**src/rtl/c1541_head_ctl.sv**
```systemverilog
// Head positioning, track bookkeeping, deferred track save, write-protect blink and track-00 sense.
// Latency: stp change to half_track 2 cycles, track 1 cycle later; save_track combinational from pending/busy.
// Backpressure: busy=1 holds a pending save indefinitely; multiple save events merge into one pulse.
//
// Ports:
//   clk_c1541      drive clock, rising edge
//   reset          synchronous, active-high (does not touch readonly / change timer / change edge detector)
//   stp[1:0]       stepper phase (VIA2 PB[1:0])
//   mtr            spindle motor on; steps only act while set
//   act            drive activity; falling edge is a save event
//   buff_we        track-buffer write strobe; marks the buffered track dirty
//   disk_change    image change level; rising edge latches disk_readonly and starts the WPS blink
//   disk_readonly  image read-only flag
//   busy           SD transfer in progress; holds off save_track
//   half_track     current half-track position
//   track          half_track[6:1], one cycle behind half_track
//   save_track     one-cycle write-back request
//   settled        head has not moved for SETTLE_CYCLES cycles
//   tr00_sense_n   low when track == 0
//   wps_n          write-protect sense, active-low

module c1541_head_ctl #(
    parameter int unsigned HT_RESET      = 36,
    parameter int unsigned HT_MIN        = 1,
    parameter int unsigned HT_MAX        = 80,
    parameter int unsigned SETTLE_CYCLES = 32000,
    parameter int unsigned CHG_CYCLES    = 15000000
) (
    input  logic       clk_c1541,
    input  logic       reset,
    input  logic [1:0] stp,
    input  logic       mtr,
    input  logic       act,
    input  logic       buff_we,
    input  logic       disk_change,
    input  logic       disk_readonly,
    input  logic       busy,
    output logic [6:0] half_track,
    output logic [5:0] track,
    output logic       save_track,
    output logic       settled,
    output logic       tr00_sense_n,
    output logic       wps_n
);

    localparam logic [6:0] HT_RESET_L = 7'(HT_RESET);
    localparam logic [6:0] HT_MIN_L   = 7'(HT_MIN);
    localparam logic [6:0] HT_MAX_L   = 7'(HT_MAX);

    localparam int SW = $clog2(SETTLE_CYCLES + 1);
    localparam int CW = $clog2(CHG_CYCLES + 1);

    localparam logic [SW-1:0] SETTLE_LOAD = SW'(SETTLE_CYCLES - 1);
    localparam logic [CW-1:0] CHG_LOAD    = CW'(CHG_CYCLES);

    // ------------------------------------------------------------------
    // Stage 1: phase compare. stp_r follows stp unconditionally so a step
    // taken with the motor off is simply forgotten, not replayed later.
    // ------------------------------------------------------------------
    logic [1:0] stp_r;
    logic       step_up_q;
    logic       step_dn_q;

    always_ff @(posedge clk_c1541) begin
        stp_r <= stp;
        if (reset) begin
            step_up_q <= 1'b0;
            step_dn_q <= 1'b0;
        end else begin
            // A phase difference of 2 is ambiguous and ignored.
            step_up_q <= mtr && (stp == stp_r + 2'd1);
            step_dn_q <= mtr && (stp == stp_r - 2'd1);
        end
    end

    logic step_evt;
    logic move_up;
    logic move_dn;

    // A clamped step is still a step event (triggers a save) but does not
    // move the head, so it leaves the settle counter alone.
    assign step_evt = step_up_q | step_dn_q;
    assign move_up  = step_up_q && (half_track < HT_MAX_L);
    assign move_dn  = step_dn_q && (half_track > HT_MIN_L);

    // ------------------------------------------------------------------
    // Stage 2: position register and settle counter.
    // ------------------------------------------------------------------
    logic [SW-1:0] settle_cnt;

    always_ff @(posedge clk_c1541) begin
        if (reset) begin
            half_track <= HT_RESET_L;
            settle_cnt <= '0;
        end else if (move_up) begin
            half_track <= half_track + 7'd1;
            settle_cnt <= SETTLE_LOAD;
        end else if (move_dn) begin
            half_track <= half_track - 7'd1;
            settle_cnt <= SETTLE_LOAD;
        end else if (settle_cnt != '0) begin
            settle_cnt <= settle_cnt - SW'(1);
        end
    end

    assign settled = (settle_cnt == '0);

    // Track number is deliberately a plain pipeline copy so that it picks up
    // the reset position one cycle after reset, like any other move.
    always_ff @(posedge clk_c1541) begin
        track <= half_track[6:1];
    end

    assign tr00_sense_n = |track;

    // ------------------------------------------------------------------
    // Dirty tracking and deferred save request.
    // ------------------------------------------------------------------
    logic act_r;
    logic dirty;
    logic pending;
    logic act_fall;
    logic save_evt;
    logic issue;

    assign act_fall = act_r & ~act;
    assign save_evt = step_evt | act_fall;
    // Never let a request escape while a new image is being announced.
    assign issue    = pending & ~busy & ~disk_change & ~reset;

    always_ff @(posedge clk_c1541) begin
        if (reset) begin
            act_r   <= 1'b0;
            dirty   <= 1'b0;
            pending <= 1'b0;
        end else begin
            act_r <= act;
            if (disk_change) begin
                // The buffered track belongs to the old image: drop it.
                dirty   <= 1'b0;
                pending <= 1'b0;
            end else begin
                // A write in the same cycle as the save event is covered by
                // that save, so it is folded into pending, not into dirty.
                if (save_evt && (dirty || buff_we)) begin
                    pending <= 1'b1;
                end else if (issue) begin
                    pending <= 1'b0;
                end

                if (save_evt) begin
                    dirty <= 1'b0;
                end else if (buff_we) begin
                    dirty <= 1'b1;
                end
            end
        end
    end

    assign save_track = issue;

    // ------------------------------------------------------------------
    // Disk change: write-protect blink. Not reset, since a drive reset
    // does not eject the disk; power-up values leave wps_n high.
    // ------------------------------------------------------------------
    logic          disk_change_r = 1'b0;
    logic          readonly      = 1'b0;
    logic [CW-1:0] chg_timer     = '0;
    logic          ch_state      = 1'b0;

    always_ff @(posedge clk_c1541) begin
        disk_change_r <= disk_change;
        if (disk_change && !disk_change_r) begin
            // A new edge during a running blink restarts it.
            readonly  <= disk_readonly;
            chg_timer <= CHG_LOAD;
        end else if (chg_timer != '0) begin
            chg_timer <= chg_timer - CW'(1);
        end
        ch_state <= (chg_timer != '0);
    end

    // The DOS detects a disk swap by seeing the WPS line flip, so the blink
    // inverts whatever the image's real protect state is.
    assign wps_n = ~readonly ^ ch_state;

endmodule

```
**config.mk**
```make
export PLATFORM = sky130hd
export DESIGN_NAME = c1541_head_ctl
export DESIGN_NICKNAME = d
export VERILOG_FILES = /design/src/rtl/c1541_head_ctl.sv
export SDC_FILE = /design/constraint.sdc
export NUM_CORES = 1
export LEC_CHECK = 0
export BUFFER_PORTS_ARGS = -buffer_cell sky130_fd_sc_hd__buf_2
export CAP_MARGIN = 10
export CELL_PAD_IN_SITES_DETAIL_PLACEMENT = 1
export CELL_PAD_IN_SITES_GLOBAL_PLACEMENT = 1
export CORE_MARGIN = 4
export CORE_UTILIZATION = 45
export DETAILED_ROUTE_END_ITERATION = 12
export HOLD_SLACK_MARGIN = 0.03
export PLACE_DENSITY_LB_ADDON = 0.1
export SYNTH_ARGS = -nofsm -noshare
export SYNTH_HDL_FRONTEND = slang
export SYNTH_SLANG_ARGS = --single-unit
```
**constraint.sdc**
```tcl
create_clock -name clk_c1541 -period 2.7 [get_ports clk_c1541]
set_clock_uncertainty 0.2 [all_clocks]
set_input_delay 0.27 -clock clk_c1541 [delete_from_list [all_inputs] [get_ports clk_c1541]]
set_output_delay 0.27 -clock clk_c1541 [all_outputs]
set_load 0.01 [all_outputs]
```
-- Word-level counts from Yosys, hierarchy flattened
Index checks and enable logic that the tools add are counted.
- reductions and logical operators: 18
- $add $sub $neg: 6
- bitwise operators: 12
- equal/unequal tests: 2
- order comparisons: 2
- muxes and demuxes: 7
- operators by type and width (operator ; count):
    2-to-1 mux 15 bit ; 3
    nonzero test 24 bit ; 1
    subtractor 24 x 1 -> 24 bit, second input constant ; 1
    zero test 15 bit ; 1
    nonzero test 15 bit ; 1
    subtractor 15 x 1 -> 15 bit, second input constant ; 1
    2-to-1 mux 7 bit ; 2
    adder 7 x 1 -> 7 bit, second input constant ; 1
    greater-than comparator 7 x 1 -> 1 bit, second input constant ; 1
    less-than comparator 7 bit, second input constant ; 1
    subtractor 7 x 1 -> 7 bit, second input constant ; 1
    logical AND 1 bit ; 6
    OR reduction 3 bit ; 2
    OR reduction 6 bit ; 1
    inverter 1 bit ; 5
    bitwise AND 1 bit ; 4
    equality test 2 bit ; 2
    nonzero test 2 bit ; 2
    nonzero test 3 bit ; 1
    adder 2 x 1 -> 2 bit, second input constant ; 1
    2-to-1 mux 1 bit ; 2
    bitwise OR 1 bit ; 2
    OR reduction 2 bit ; 1
    subtractor 2 x 1 -> 2 bit, second input constant ; 1
    3 further kinds ; 3
- logic and storage cells: 61
- input bits: 10
- register bits after elaboration: 62
- output and inout bits: 17

-- Depth between registers and ports, before layout
- depth after elaboration: 6
- depth in mapped cells: 8
- mapped depth without buffers: 7

-- Worst setup path before layout
OpenSTA, ideal clock, no wires.
- path kind: register to register
- start point: register settle_cnt[0]
- end point: register settle_cnt[1]
- path buffers: 0
- cell stages (with the launch flop): 8
- slack: 0.360 ns
- period minus slack after synthesis: 2.340 ns
- setup time: 0.071 ns
- required time: 2.429 ns
- arrival time: 2.070 ns
- cell sequence: dfxtp_1 inv_1 ha_1 or3b_2 nor3_1 nand4_1 mux2_2 a21oi_1
- longest elaborated chain between the ends: 4
- elaborated cells on any way between the ends: 6
- those cells by class: 1 x add/sub; 3 x mux; 2 x reduce/logical
- RTL lines (item ; RTL line ; source):
    from (decl) ; 89 ; logic [SW-1:0] settle_cnt;
    from (signal assigned) ; 102 ; settle_cnt <= settle_cnt - SW'(1);
    subtractor 15 x 1 -> 15 bit ; 102 ;
    2-to-1 mux 15 bit ; 101 ; end else if (settle_cnt != '0) begin
    2-to-1 mux 15 bit ; 98 ; end else if (move_dn) begin
    2-to-1 mux 15 bit ; 95 ; end else if (move_up) begin
Parallel ways exist; a longest one is shown, timed or not. The select of a mux whose other input is x is not followed.
A chain may end at the register's enable or synchronous reset.

-- Final worst setup path
- start point: register chg_timer[12]
- end point: register chg_timer[6]
- longest elaborated chain between the ends: 1
- RTL lines (item ; RTL line ; source):
    from (decl) ; 168 ; logic [CW-1:0] chg_timer = '0;
    from (signal assigned) ; 178 ; chg_timer <= chg_timer - CW'(1);
    nonzero test 24 bit ; 177 ; end else if (chg_timer != '0) begin
No other way between the ends.

==> results <==
- The run finished with clean final reports.
- The total vias in the final route is 2566.
- The largest fanout on the critical path is 10.
- The required time of the critical path is 2780 ps.
- The number of cell rows is 28.
- Dividing the final minimum period by the clock period gives 94.3%.
- The termination of the worst setup path is chg_timer[6].
- The async set-or-reset flop fraction in the synthesized netlist is 0%.
- The final layout net count is 383.
- The number of clock buffers added by TritonCTS is 9.
- The most numerous cell in the Yosys netlist is dfxtp_1.
- The first-pass GRT wire length is 12.2 mm.
- The largest single stage delay on the critical path is 650 ps.
- The count of TritonRoute iterations in the first routing pass is 4.
- The starting utilization of the core area is 47.2%.
- The average instance in the mapped netlist occupies 8.88 sq um.
- The transition time at the pin with the least slew margin is 519 ps.
- The leading area contributor after synthesis is dfxtp_1.
- The cell with the largest stage delay on the worst path is or4_1.
- The detail-routed net length per standard cell is 16.2 um.
- The synthesized net count is 336.
- The start point of the critical path is chg_timer[12].
- The worst relative slew slack is 65.1%.
- The buffer type at the clock tree root is clkbuf_8.
- In the routed layout, each cell is associated on average with a via count of 5.74.
- The count of routing violations after the opening detailed-route iteration is 62.
- In this run the vertical extent of the chip is 87.5 um.
- The via count of the first global-routing pass is 2584.
- The count of synthesis-stage warnings from yosys is 0.
- Summing the areas of all fa, ha and maj instances in the mapped netlist gives 2.64% of the synthesized area.
- The number of enable flip-flop cells after synthesis is 1.
- The post-route minimum period is 2550 ps.
- The number of slew-limit violations in the final report is 0.
- The dominant delay contributor by cell family on the critical path is simple AND/OR/NAND/NOR gates.
- The number of antenna violations at the first check in global routing is 0.
- The synthesized netlist devotes 4.93% of its cell area to XOR and XNOR gates.
- The final hold violation count is 0.
- The smallest setup slack after layout is 155 ps.
- The worst register-to-register path begins at chg_timer[12].
- The critical path depth in cells is 7.
- After Yosys synthesis, and, or, nand and nor cells account for 27.1% of the synthesized area.
- Entering global routing, the biggest net connects 29 pins.
- The H-tree was split into 3 levels.
- Power comes to 2610 uW.
- The share of layout cells above drive strength 1 is 19.9%.
- The TritonCTS clock tree is yes.
- The share of the synthesized area in compound gates (AO/OA/AOI/OAI) is 15.9%.
- The combined area of all synthesized cells is 0.00284 sq mm.
- Derived from the worst setup path, the maximum achievable clock frequency is 393 MHz.
- The HPWL after detailed placement is 4.84 mm.
- The maximum vdd ir drop is 0.000393 V.
- Registers take 0.00125 sq mm.
- The critical setup path kind is register to register.
- The number of synthesized register bits is 62.
- STA classifies the critical path startpoint as a register.
- The area of combinational cells with multiple inputs is 0.00149 sq mm.
- The clock net sink count is 62.
- The overall routing resource usage is 20.3%.
- Setup violations remaining at the end of the flow were counted as 0.
- The clock transition time at the flip-flop clock pins of the worst setup and hold paths is 70 ps.
- The die covers 0.00765 sq mm.
- The share of cell area taken by muxes after synthesis is 1.81%.
- The routed wire length is 7.24 mm.
- For this design the static power due to leakage is 0.00128 uW.
- The congestion estimate from routability-driven global placement came to 0.810.
- The min-delay analysis places its worst path in the category primary input to register.
- The number of input and output port buffers inserted is 26.
- The post-synthesis sequential area ratio is 44.0%.
- For the worst-skew pair, the clock arrives at the later sink with an insertion delay of 350 ps.
- The core region area is 0.00603 sq mm.
- Sorting the synthesized cells by how often they occur yields dfxtp_1 (61), nor2_1 (31), nand2_1 (26).
- The overall die width is 87.5 um.
- STA puts the critical path data arrival time at 2620 ps.
- The critical path goes through or4_1, or2_1, nor3_4, buf_4, inv_2, and3_1, o21ai_1.
- Across all hold checks on the routed design, the worst slack comes to 90.6 ps.
- The number of different library cells used by synthesis comes to 56.
- For the worst flop-to-flop path, the logic depth is 7.
- The number of filler cells placed in the layout is 738.
- The worst-case register-to-register setup slack is 150 ps.
- In this run the remaining antenna-violating nets after routing total 0.
- The number of inserted diodes is 0.
- The total overflow reported by the global router is 0.
- After synthesis, the cell types taking the most area are dfxtp_1 (43%), nor2_1 (4.1%), nand2_1 (3.4%), xor2_1 (3.1%), o31ai_1 (2.9%).
- The number of buffers on the longest clock path is 2.
- The area share of the leading cell type in the synthesized netlist is 43.0%.
- The residual DRC count is 0.
- The power density normalized to cell area is 773 mW/mm^2.
- The kind of end point of the critical path is a register.
- The largest family of logic cells by synthesized area is simple AND/OR/NAND/NOR gates.
- The worst reg2reg path endpoint is chg_timer[6].
- The top-level I/O count is 27.
- The critical path contains buffers and inverters numbering 2 combined.
- The number of instances in the synthesized netlist is 320.
- The dominant synthesized flop cell is dfxtp_1.
- The placement-stage worst setup slack is 151 ps.
- Max-cap violations in this run came to 0.
- The area growth from synthesis to layout is 19.0%.
## sequential cells by signal (all words and copies together), names as in the netlist
| signal | count |
|---|---|
| track | 6 |
| step_up_q | 1 |
| settle_cnt | 15 |
| act_r | 1 |
| step_dn_q | 1 |
| half_track | 7 |
| dirty | 1 |
| disk_change_r | 1 |
| ch_state | 1 |
| readonly | 1 |
| chg_timer | 24 |
| stp_r | 2 |
| pending | 1 |
## layout make-up
type	count	area share, %
clock buffer	10	3.77
timing repair buffer	46	8.81
sequential	62	37.0
inverter	15	1.66
tap	75	2.77
multi-input combinational	233	44.1
clock inverter	6	1.85
## cell usage in the layout (no fill, tap or decap), types with 4 or more instances in the layout
cell and count:
mux2i_1 4, a21oi_1 15, o21ai_0 5, or4_1 5, inv_1 13, nand2_1 26
dfxtp_1 61, a31oi_1 12, clkbuf_8 9, and2_1 4, nand3_1 9, nor2_1 31
or3_1 7, nand2b_1 7, or4_2 5, xor2_1 10, o31ai_1 11, buf_2 26
dlygate4sd3_1 7, ha_1 6, xnor2_1 6, nor4_1 8, nor3_1 13, buf_4 13
## per-layer routing
layer	global-route usage [%]	share of wire [%]	up-vias
met5	0	0	-
met4	7.53	1.3	0
met3	5.30	2.9	10
met2	34.2	51	33
met1	24.5	45	1257
li1	-	-	1266
## power by group
part	internal, uW	switching (uW)
combinational	277	340
clock	423	388
sequential	1040	142
## worst min path at each step
stage                           start       endpoint  slack (ps)  cells past startpoint
after detailed placement       stp[1]       stp_r[1]         200                      1
after floorplan           disk_change  disk_change_r         100                      0
after global routing          buff_we          dirty          90                      3
after global placement         stp[1]       stp_r[1]         200                      1
final                         buff_we          dirty          90                      3
after CTS                     buff_we          dirty          80                      3
## per-stage QoR
stage	TNS [ps]	instances	area (sq um)	utilization [%]
floorplan	0	320	2840	-
global placement	0	421	3090	51.3
detailed placement	0	421	3090	51.3
CTS	0	445	3360	55.8
global route	-9.40	447	3380	56.1
finish	0	447	3380	56.1
## logic make-up (layout without fill, tap and decap cells)
logic type | after synthesis | count (layout)
compound gates | 66 | 66
xor+xnor | 16 | 16
fa+ha+maj | 6 | 6
buf+inv | 25 | 77
flops | 62 | 62
mux | 5 | 5
simple gates | 140 | 140
## tightest hold or removal path, cell delays in order
cell,delay (ps)
buf_2,100
nor2_1,150
nor4b_1,70
## repair_timing
action                     CTS  global route
pin swaps                    1             1
hold endpoints to repair     9             0
setup endpoints to repair    1             2
buffers inserted             1             2
gates resized for setup      0             1
hold buffers                 7             0
(Power assumes the default switching activity.)
